## src/rtl/opb_bus_arbiter.sv

```systemverilog
// Round-robin OPB arbiter: grants one master at a time, muxes its bus onto the OPB,
// gates slave handshakes back to the masters and enforces a transfer timeout.
// Buses use descending ranges; OPB bit 0 (MSB) corresponds to index [31] here.
module opb_bus_arbiter #(
    parameter int unsigned NUM_MASTERS    = 2,
    parameter int unsigned TIMEOUT_CYCLES = 16
) (
    input  logic                        OPB_Clk,
    input  logic                        OPB_Rst_n,
    input  logic [NUM_MASTERS-1:0]      M_request,
    input  logic [NUM_MASTERS-1:0]      M_busLock,
    input  logic [NUM_MASTERS-1:0]      M_select,
    input  logic [NUM_MASTERS-1:0]      M_RNW,
    input  logic [NUM_MASTERS-1:0]      M_seqAddr,
    input  logic [32*NUM_MASTERS-1:0]   M_ABus,
    input  logic [4*NUM_MASTERS-1:0]    M_BE,
    input  logic [32*NUM_MASTERS-1:0]   M_DBus,
    output logic [NUM_MASTERS-1:0]      OPB_MGrant,
    output logic [31:0]                 OPB_ABus,
    output logic [3:0]                  OPB_BE,
    output logic [31:0]                 OPB_DBus,
    output logic                        OPB_RNW,
    output logic                        OPB_select,
    output logic                        OPB_seqAddr,
    input  logic [31:0]                 Sl_DBus,
    input  logic                        Sl_xferAck,
    input  logic                        Sl_errAck,
    input  logic                        Sl_retry,
    input  logic                        Sl_toutSup,
    output logic                        OPB_xferAck,
    output logic                        OPB_errAck,
    output logic                        OPB_retry,
    output logic [31:0]                 OPB_rdDBus,
    output logic                        OPB_timeout
);

    localparam int unsigned IDX_W = $clog2(NUM_MASTERS);
    localparam int unsigned CNT_W = $clog2(TIMEOUT_CYCLES);
    localparam logic [CNT_W-1:0] CNT_LAST = CNT_W'(TIMEOUT_CYCLES - 1);
    localparam logic [IDX_W-1:0] IDX_LAST = IDX_W'(NUM_MASTERS - 1);

    typedef enum logic [1:0] {IDLE, GRANT, XFER} state_t;

    state_t                   state_q, state_d;
    logic [NUM_MASTERS-1:0]   grant_q, grant_d;
    logic [IDX_W-1:0]         gidx_q, gidx_d;
    logic [IDX_W-1:0]         last_q, last_d;
    logic [CNT_W-1:0]         cnt_q, cnt_d;
    logic                     pick_valid;
    logic [IDX_W-1:0]         pick_idx;
    logic [IDX_W-1:0]         cand;
    logic                     in_xfer;

    // State, grant, round-robin pointer and timeout counter
    always_ff @(posedge OPB_Clk or negedge OPB_Rst_n) begin
        if (!OPB_Rst_n) begin
            state_q <= IDLE;
            grant_q <= '0;
            gidx_q  <= '0;
            last_q  <= IDX_LAST;
            cnt_q   <= '0;
        end else begin
            state_q <= state_d;
            grant_q <= grant_d;
            gidx_q  <= gidx_d;
            last_q  <= last_d;
            cnt_q   <= cnt_d;
        end
    end

    // First requester searching from last+1 with wrap-around
    always_comb begin
        pick_valid = 1'b0;
        pick_idx   = '0;
        cand       = '0;
        for (int unsigned i = 1; i <= NUM_MASTERS; i++) begin
            cand = IDX_W'((32'(last_q) + i) % NUM_MASTERS);
            if (!pick_valid && M_request[cand]) begin
                pick_valid = 1'b1;
                pick_idx   = cand;
            end
        end
    end

    // Next-state logic
    always_comb begin
        state_d     = state_q;
        grant_d     = grant_q;
        gidx_d      = gidx_q;
        last_d      = last_q;
        cnt_d       = cnt_q;
        OPB_timeout = 1'b0;
        unique case (state_q)
            IDLE: begin
                if (pick_valid) begin
                    grant_d           = '0;
                    grant_d[pick_idx] = 1'b1;
                    gidx_d            = pick_idx;
                    state_d           = GRANT;
                end
            end
            GRANT: begin
                if (M_select[gidx_q]) begin
                    state_d = XFER;
                    cnt_d   = '0;
                end else if (!M_request[gidx_q] && !M_busLock[gidx_q]) begin
                    state_d = IDLE;
                    grant_d = '0;
                    last_d  = gidx_q;
                end
            end
            XFER: begin
                if (Sl_xferAck || Sl_errAck) begin
                    cnt_d = '0;
                    if (M_seqAddr[gidx_q] || M_busLock[gidx_q]) begin
                        if (!M_select[gidx_q]) state_d = GRANT;
                    end else begin
                        state_d = IDLE;
                        grant_d = '0;
                        last_d  = gidx_q;
                    end
                end else if (Sl_retry) begin
                    state_d = IDLE;
                    grant_d = '0;
                    last_d  = gidx_q;
                end else if (cnt_q == CNT_LAST) begin
                    OPB_timeout = 1'b1;
                    state_d     = IDLE;
                    grant_d     = '0;
                    last_d      = gidx_q;
                end else if (!M_select[gidx_q]) begin
                    if (M_busLock[gidx_q]) begin
                        state_d = GRANT;
                    end else begin
                        state_d = IDLE;
                        grant_d = '0;
                        last_d  = gidx_q;
                    end
                end else if (!Sl_toutSup) begin
                    cnt_d = cnt_q + CNT_W'(1);
                end
            end
            default: begin
                state_d = IDLE;
                grant_d = '0;
            end
        endcase
    end

    // AND-OR mux of the granted master; all zero when nobody holds the grant
    always_comb begin
        OPB_ABus    = '0;
        OPB_BE      = '0;
        OPB_DBus    = '0;
        OPB_RNW     = 1'b0;
        OPB_select  = 1'b0;
        OPB_seqAddr = 1'b0;
        for (int i = 0; i < int'(NUM_MASTERS); i++) begin
            OPB_ABus    = OPB_ABus | (M_ABus[32*i +: 32] & {32{grant_q[i]}});
            OPB_BE      = OPB_BE   | (M_BE[4*i +: 4]    & {4{grant_q[i]}});
            OPB_DBus    = OPB_DBus | (M_DBus[32*i +: 32] & {32{grant_q[i]}});
            OPB_RNW     = OPB_RNW     | (M_RNW[i]     & grant_q[i]);
            OPB_select  = OPB_select  | (M_select[i]  & grant_q[i]);
            OPB_seqAddr = OPB_seqAddr | (M_seqAddr[i] & grant_q[i]);
        end
    end

    assign in_xfer     = (state_q == XFER);
    assign OPB_MGrant  = grant_q;
    assign OPB_xferAck = in_xfer & Sl_xferAck;
    assign OPB_errAck  = in_xfer & Sl_errAck;
    assign OPB_retry   = in_xfer & Sl_retry;
    assign OPB_rdDBus  = OPB_xferAck ? Sl_DBus : 32'h0;

endmodule

```

## config.mk

```make
export PLATFORM = sky130hd
export DESIGN_NAME = opb_bus_arbiter
export DESIGN_NICKNAME = d
export VERILOG_FILES = /design/src/rtl/opb_bus_arbiter.sv
export SDC_FILE = /design/constraint.sdc
export NUM_CORES = 1
export LEC_CHECK = 0
export CAP_MARGIN = 25
export CELL_PAD_IN_SITES_DETAIL_PLACEMENT = 0
export CELL_PAD_IN_SITES_GLOBAL_PLACEMENT = 1
export CORE_ASPECT_RATIO = 1.5
export CORE_MARGIN = 5
export CORE_UTILIZATION = 13
export CTS_CLUSTER_SIZE = 14
export DETAILED_ROUTE_END_ITERATION = 8
export PLACE_DENSITY_LB_ADDON = 0.1
export SETUP_SLACK_MARGIN = 0.05
export SLEW_MARGIN = 20
export SYNTH_ARGS = -nofsm -noshare
export SYNTH_HDL_FRONTEND = slang
export SYNTH_SLANG_ARGS = --single-unit
```

## constraint.sdc

```tcl
create_clock -name OPB_Clk -period 6.5 [get_ports OPB_Clk]
set_clock_uncertainty 0.05 [all_clocks]
set_input_delay 0.975 -clock OPB_Clk [delete_from_list [all_inputs] [get_ports OPB_Clk]]
set_output_delay 0.975 -clock OPB_Clk [all_outputs]
set_load 0.01 [all_outputs]
```

==> flow_metrics.env <==
export IMPL_critical_path_required_ns=5.47
export IMPL_final_nets=667
export IMPL_final_cell_area_mm2=0.00479
export IMPL_synth_nets=391
export IMPL_crit_fanout=36
export IMPL_netSwitchingFraction_pct=39.1
export IMPL_ys_seq_elements=10
export IMPL_p_comb_share_pct=79.5
export IMPL_syn2layout_area_growth_pct=186
export IMPL_via_count=2831
export IMPL_cp_top_family="buffers and inverters"
export IMPL_path_class="primary input to primary output"
export IMPL_startpoint_type="primary input"
export IMPL_worstPathCellList="clkdlybuf4s50_1, or3b_1, nor3_1, clkdlybuf4s50_1"
export IMPL_drv_cap=0
export IMPL_ctsHoldBuffers=0
export IMPL_synth_top_cell_by_area="a22o_1"
export IMPL_post_cts_buffers=0
export IMPL_wl_mm=12.5
export IMPL_timing_fmax_mhz=227
export IMPL_firstDrtPassIters=4
export IMPL_tns_ns=0
export IMPL_finalHoldViolCount=0
export IMPL_row_count=50
export IMPL_die_width_um=103
export IMPL_crit_buf_inv=2
export IMPL_ys_async_sr_fraction_pct=100
export IMPL_cp_depth=4
export IMPL_yosys_top_cells_area="a22o_1, dfrtp_1, and3_1, clkbuf_1, ha_1"
export IMPL_cp_end_kind="primary output"
export IMPL_hold_class="flop to flop"
export IMPL_worst_pin_slew_ns=0.901
export IMPL_grt_util_all_layers_pct=14.6
export IMPL_slowest_stage="clkdlybuf4s50_1"
export IMPL_dieArea_mm2=0.0153
export IMPL_place_ws_ns=2.03
export IMPL_ys_top_cells_by_count="a22o_1, and3_1, clkbuf_1"
export IMPL_route_detailed_drc=0
export IMPL_dpl_hpwl_mm=10.5
export IMPL_power_frac_seq_pct=10.7
export IMPL_post_route_cells_drive_above_1_share_pct=4.19
export IMPL_io_pins=293
export IMPL_grt_max_degree=71
export IMPL_status="completed"
export IMPL_highest_layer="met4"
export IMPL_first_global_vias=2978
export IMPL_routedWlPerCell_um=19.8
export IMPL_cp_arrival_ns=3.38
export IMPL_setup_violations=0
export IMPL_grt_overflow=0
export IMPL_diodes=0
export IMPL_ys_types=38
export IMPL_seq_area_frac_synth_pct=15.0
export IMPL_syn_cell_area_mm2=0.00167
export IMPL_reg2regPathDepth=8
export IMPL_vias_per_cell=4.47
export IMPL_numPortBuffers=292
export IMPL_synth_edf_count=0
export IMPL_clock_sinks=10
export IMPL_p_clk_share_pct=9.8
export IMPL_post_cts_resized=0
export IMPL_first_iter_violations=53
export IMPL_p_total_mw=1.23
export IMPL_cts_buffers=3
export IMPL_layout_setup_ws_ns=2.09
export IMPL_wl_met3_mm=1.67
export IMPL_globalplace_congestion=0.785
export IMPL_rsz0062_at_grt="no"
export IMPL_synthCells=202
export IMPL_period_needed_ns=4.41
export IMPL_p_switching_mw=0.479
export IMPL_whs_path_depth=2
export IMPL_clkTransAtPathRegs_ns=0.04
export IMPL_slew_headroom_pct=39.7
export IMPL_internal_power_mw=0.747
export IMPL_yosysWarnings=0
export IMPL_cts_tree="built"
export IMPL_cp_common_cell="clkdlybuf4s50_1"
export IMPL_finalCritPeriodShare_pct=67.8
export IMPL_start_util_pct=13.3
export IMPL_grt_pass1_wl_mm=17.3
export IMPL_clkLatencyLatePin_ns=0.23
export IMPL_antenna_found_initial=0
export IMPL_p_per_area_mw_per_mm2=256
export IMPL_dpl_cell_area_mm2=0.00470
export IMPL_ys_flop_type="dfrtp_1"
export IMPL_drv_slew=0
export IMPL_ant_nets=0
export IMPL_drt_met1_wl_mm=4.04
export IMPL_dieHeight_um=149
export IMPL_slowest_delay_ns=0.90
export IMPL_leakage_nw=1.94
export IMPL_yosysMostFrequentCell="a22o_1"
export IMPL_syn_area_per_cell_um2=8.28
export IMPL_coreArea_mm2=0.0126
export IMPL_cts_max_level=1
export IMPL_cts_buffer_depth=2
export IMPL_peakVddDrop_mv=0.101
export IMPL_cts_root_buf="clkbuf_16"
export IMPL_synth_top_area_share_pct=37.2
export IMPL_wl_met2_mm=6.71
power groups by stage:
| stage | combinational [mW] | clock (mW) | sequential (mW) |
|---|---|---|---|
| after floorplan | 0.483 | 0 | 0.0955 |
| after global placement | 0.992 | 0 | 0.132 |
| after detailed placement | 0.992 | 0 | 0.133 |
| after CTS | 0.998 | 0.122 | 0.132 |
| after global routing | 1.05 | 0.124 | 0.139 |
| final | 0.975 | 0.120 | 0.131 |
path summary, 6_finish.rpt:
check | slack, ns | start | endpoint
max | 2.09 | Sl_xferAck | OPB_timeout
min | 0.48 | cnt_q[1] | cnt_q[1]
max reg2reg | 4.06 | state_q[0] | state_q[0]
min reg2reg | 0.48 | cnt_q[1] | cnt_q[1]
max in group asynchronous | 5.00 | OPB_Rst_n | OPB_MGrant[0]
min in group asynchronous | 1.03 | OPB_Rst_n | cnt_q[1]
flip-flops by register name, indices dropped and copies added (netlist names):
signal      cells
gidx_q          1
cnt_q           4
state_q         2
last_q          1
OPB_MGrant      2
area by class of cell:
class                   count  area [um^2]
fillers                  1261         7780
repair buffers            295         2950
multi-input cells         166         1300
flip-flops and latches     10          254
well taps                 156          195
clock buffers               4         88.8
inverters                   2         7.51
per-layer routing:
metal	vias to the layer above	global-route usage, %
met3	6	5.57
met5	-	0
met4	0	1.77
met2	173	29.2
li1	1356	-
met1	1296	14.1
worst min-delay path: stages (launching register included):
cell and delay, ns:
dfrtp_1 0.36, nand2_1 0.05, o21ai_0 0.07
layout by cell type (no fill, tap or decap), types with 4 or more instances in the layout:
| master | n |
|---|---|
| o21ai_0 | 4 |
| clkdlybuf4s50_1 | 292 |
| and3_1 | 32 |
| nand2_1 | 6 |
| nor2_1 | 5 |
| ha_1 | 5 |
| a22o_1 | 71 |
| dfrtp_1 | 7 |
| mux2_1 | 4 |
logic make-up (layout without fill, tap and decap cells):
family                     count (synthesis)  in the layout  share of synthesized area [%]
DFF                                       10             10                           15.0
adders and majority gates                  5              5                           3.74
xor gates and xnor gates                   1              1                          0.524
buffers and inverters                     26            301                           7.33
muxes                                      9              9                           5.83
AOI/OAI and AO/OA                         88             88                           45.2
and+or+nand+nor                           63             63                           22.4
stage by stage:
step	instances	hold WS [ns]	utilization, %
2_1_floorplan	202	0.426	-
4_1_cts	633	0.482	38.1
6_report	633	0.485	38.1
3_3_place_gp	629	0.457	37.4
3_5_place_dp	629	0.473	37.4
5_1_grt	633	0.516	38.1
(Power assumes the default switching activity.)
==> RTL edit (same settings) <==
The 3 states of `state_t` get a one-hot encoding in 3 bits.
--- a/src/rtl/opb_bus_arbiter.sv
+++ b/src/rtl/opb_bus_arbiter.sv
@@ -41,3 +41,3 @@
 
-    typedef enum logic [1:0] {IDLE, GRANT, XFER} state_t;
+    typedef enum logic [2:0] {IDLE = 3'b001, GRANT = 3'b010, XFER = 3'b100} state_t;
 
Function: no difference found for any inputs over 10 cycles, from zero or initial values and one cycle with OPB_Rst_n low; not proved beyond that.
==> RTL edit against the original RTL <==
Count of clock-buffer cells in the layout unchanged. Setup slack better by 300 ps. Power grew 6.5%. Combinational power up 9%. Non-clock buffer count did not move. Area after synthesis fell by 0.22%. Core utilization rose by 0.23 points. Cell area grew 0.10%. Sequential cell count rose by 1. Routed wire length increased by 12%. Critical path type unchanged. Critical endpoint unchanged. Highest routed layer unchanged.
==> RTL edit: results (changes against the original RTL) <==
ClkCell Share=1.64% (-0.21 points); Synth top cells by count=73 x a22o_1, 34 x and3_1, 24 x clkbuf_1; Signal buf overhead=61.4% (-0.064 points); r2r worst-path depth=6 (-2); area of the multi-input gates=1280 µm² (-1.3%); routing usage on met2=29.6% (+0.36 points); vias per cell=4.49 (+0.43%); synthesized instance count=211 (+4.5%); r2r startpoint=cnt_q[0]; comb_multi_in=173 (+4.2%); met1 Track Usage GR=16.0% (+1.9 points); initial DRC count=70 (+32%); HP Start=OPB_MGrant[1]; fraction of layout cells with a size suffix above 1=3.30% (-0.89 points); setup slack, reg-to-reg=4110 ps (+50 ps); Tcrit/Tclk final=63.1% (-4.7 points); Final Net Count=671 (+0.60%); met2 wire length=6800 µm (+1.4%); slew of the pin with the lowest slew margin=895 ps (-5.84 ps); syn nets=396 (+1.3%); status=finished, final reports clean; placed insts=637 (+1.3%); RR Endpoint=OPB_MGrant[0]; GP Congestion=0.889 (+13%); final hold slack=452 ps (-32.9 ps)
-- RTL edit: kinds of logic after synthesis --
group / Yosys count / share of synthesized area, %
simple gates: 71 / 24.6
mux: 5 / 3.45
xor+xnor: 4 / 2.10
flops: 11 / 16.6
compound gates: 92 / 46.0
fa+ha+maj: 1 / 0.750
buf+inv: 27 / 6.52
-- RTL edit: worst max-delay path, delay by kind of cell --
kind / cells / cell delay, ps
and+or+nand+nor: 2 / 660
buffers and inverters: 2 / 1430
-- RTL edit: report_power, final --
part | internal [mW] | switching (mW) | total (mW)
registers | 0.0963 | 0.0342 | 0.130
clock network | 0.0824 | 0.0302 | 0.113
logic | 0.589 | 0.474 | 1.06
-- RTL edit: metrics by stage --
stage                     cell area (µm²)  util, %  power, mW
after CTS                            4790     38.3       1.33
final                                4790     38.3       1.31
after detailed placement             4710     37.7       1.20
after global routing                 4790     38.3       1.38
after global placement               4710     37.7       1.20
after floorplan                      1670        -      0.596
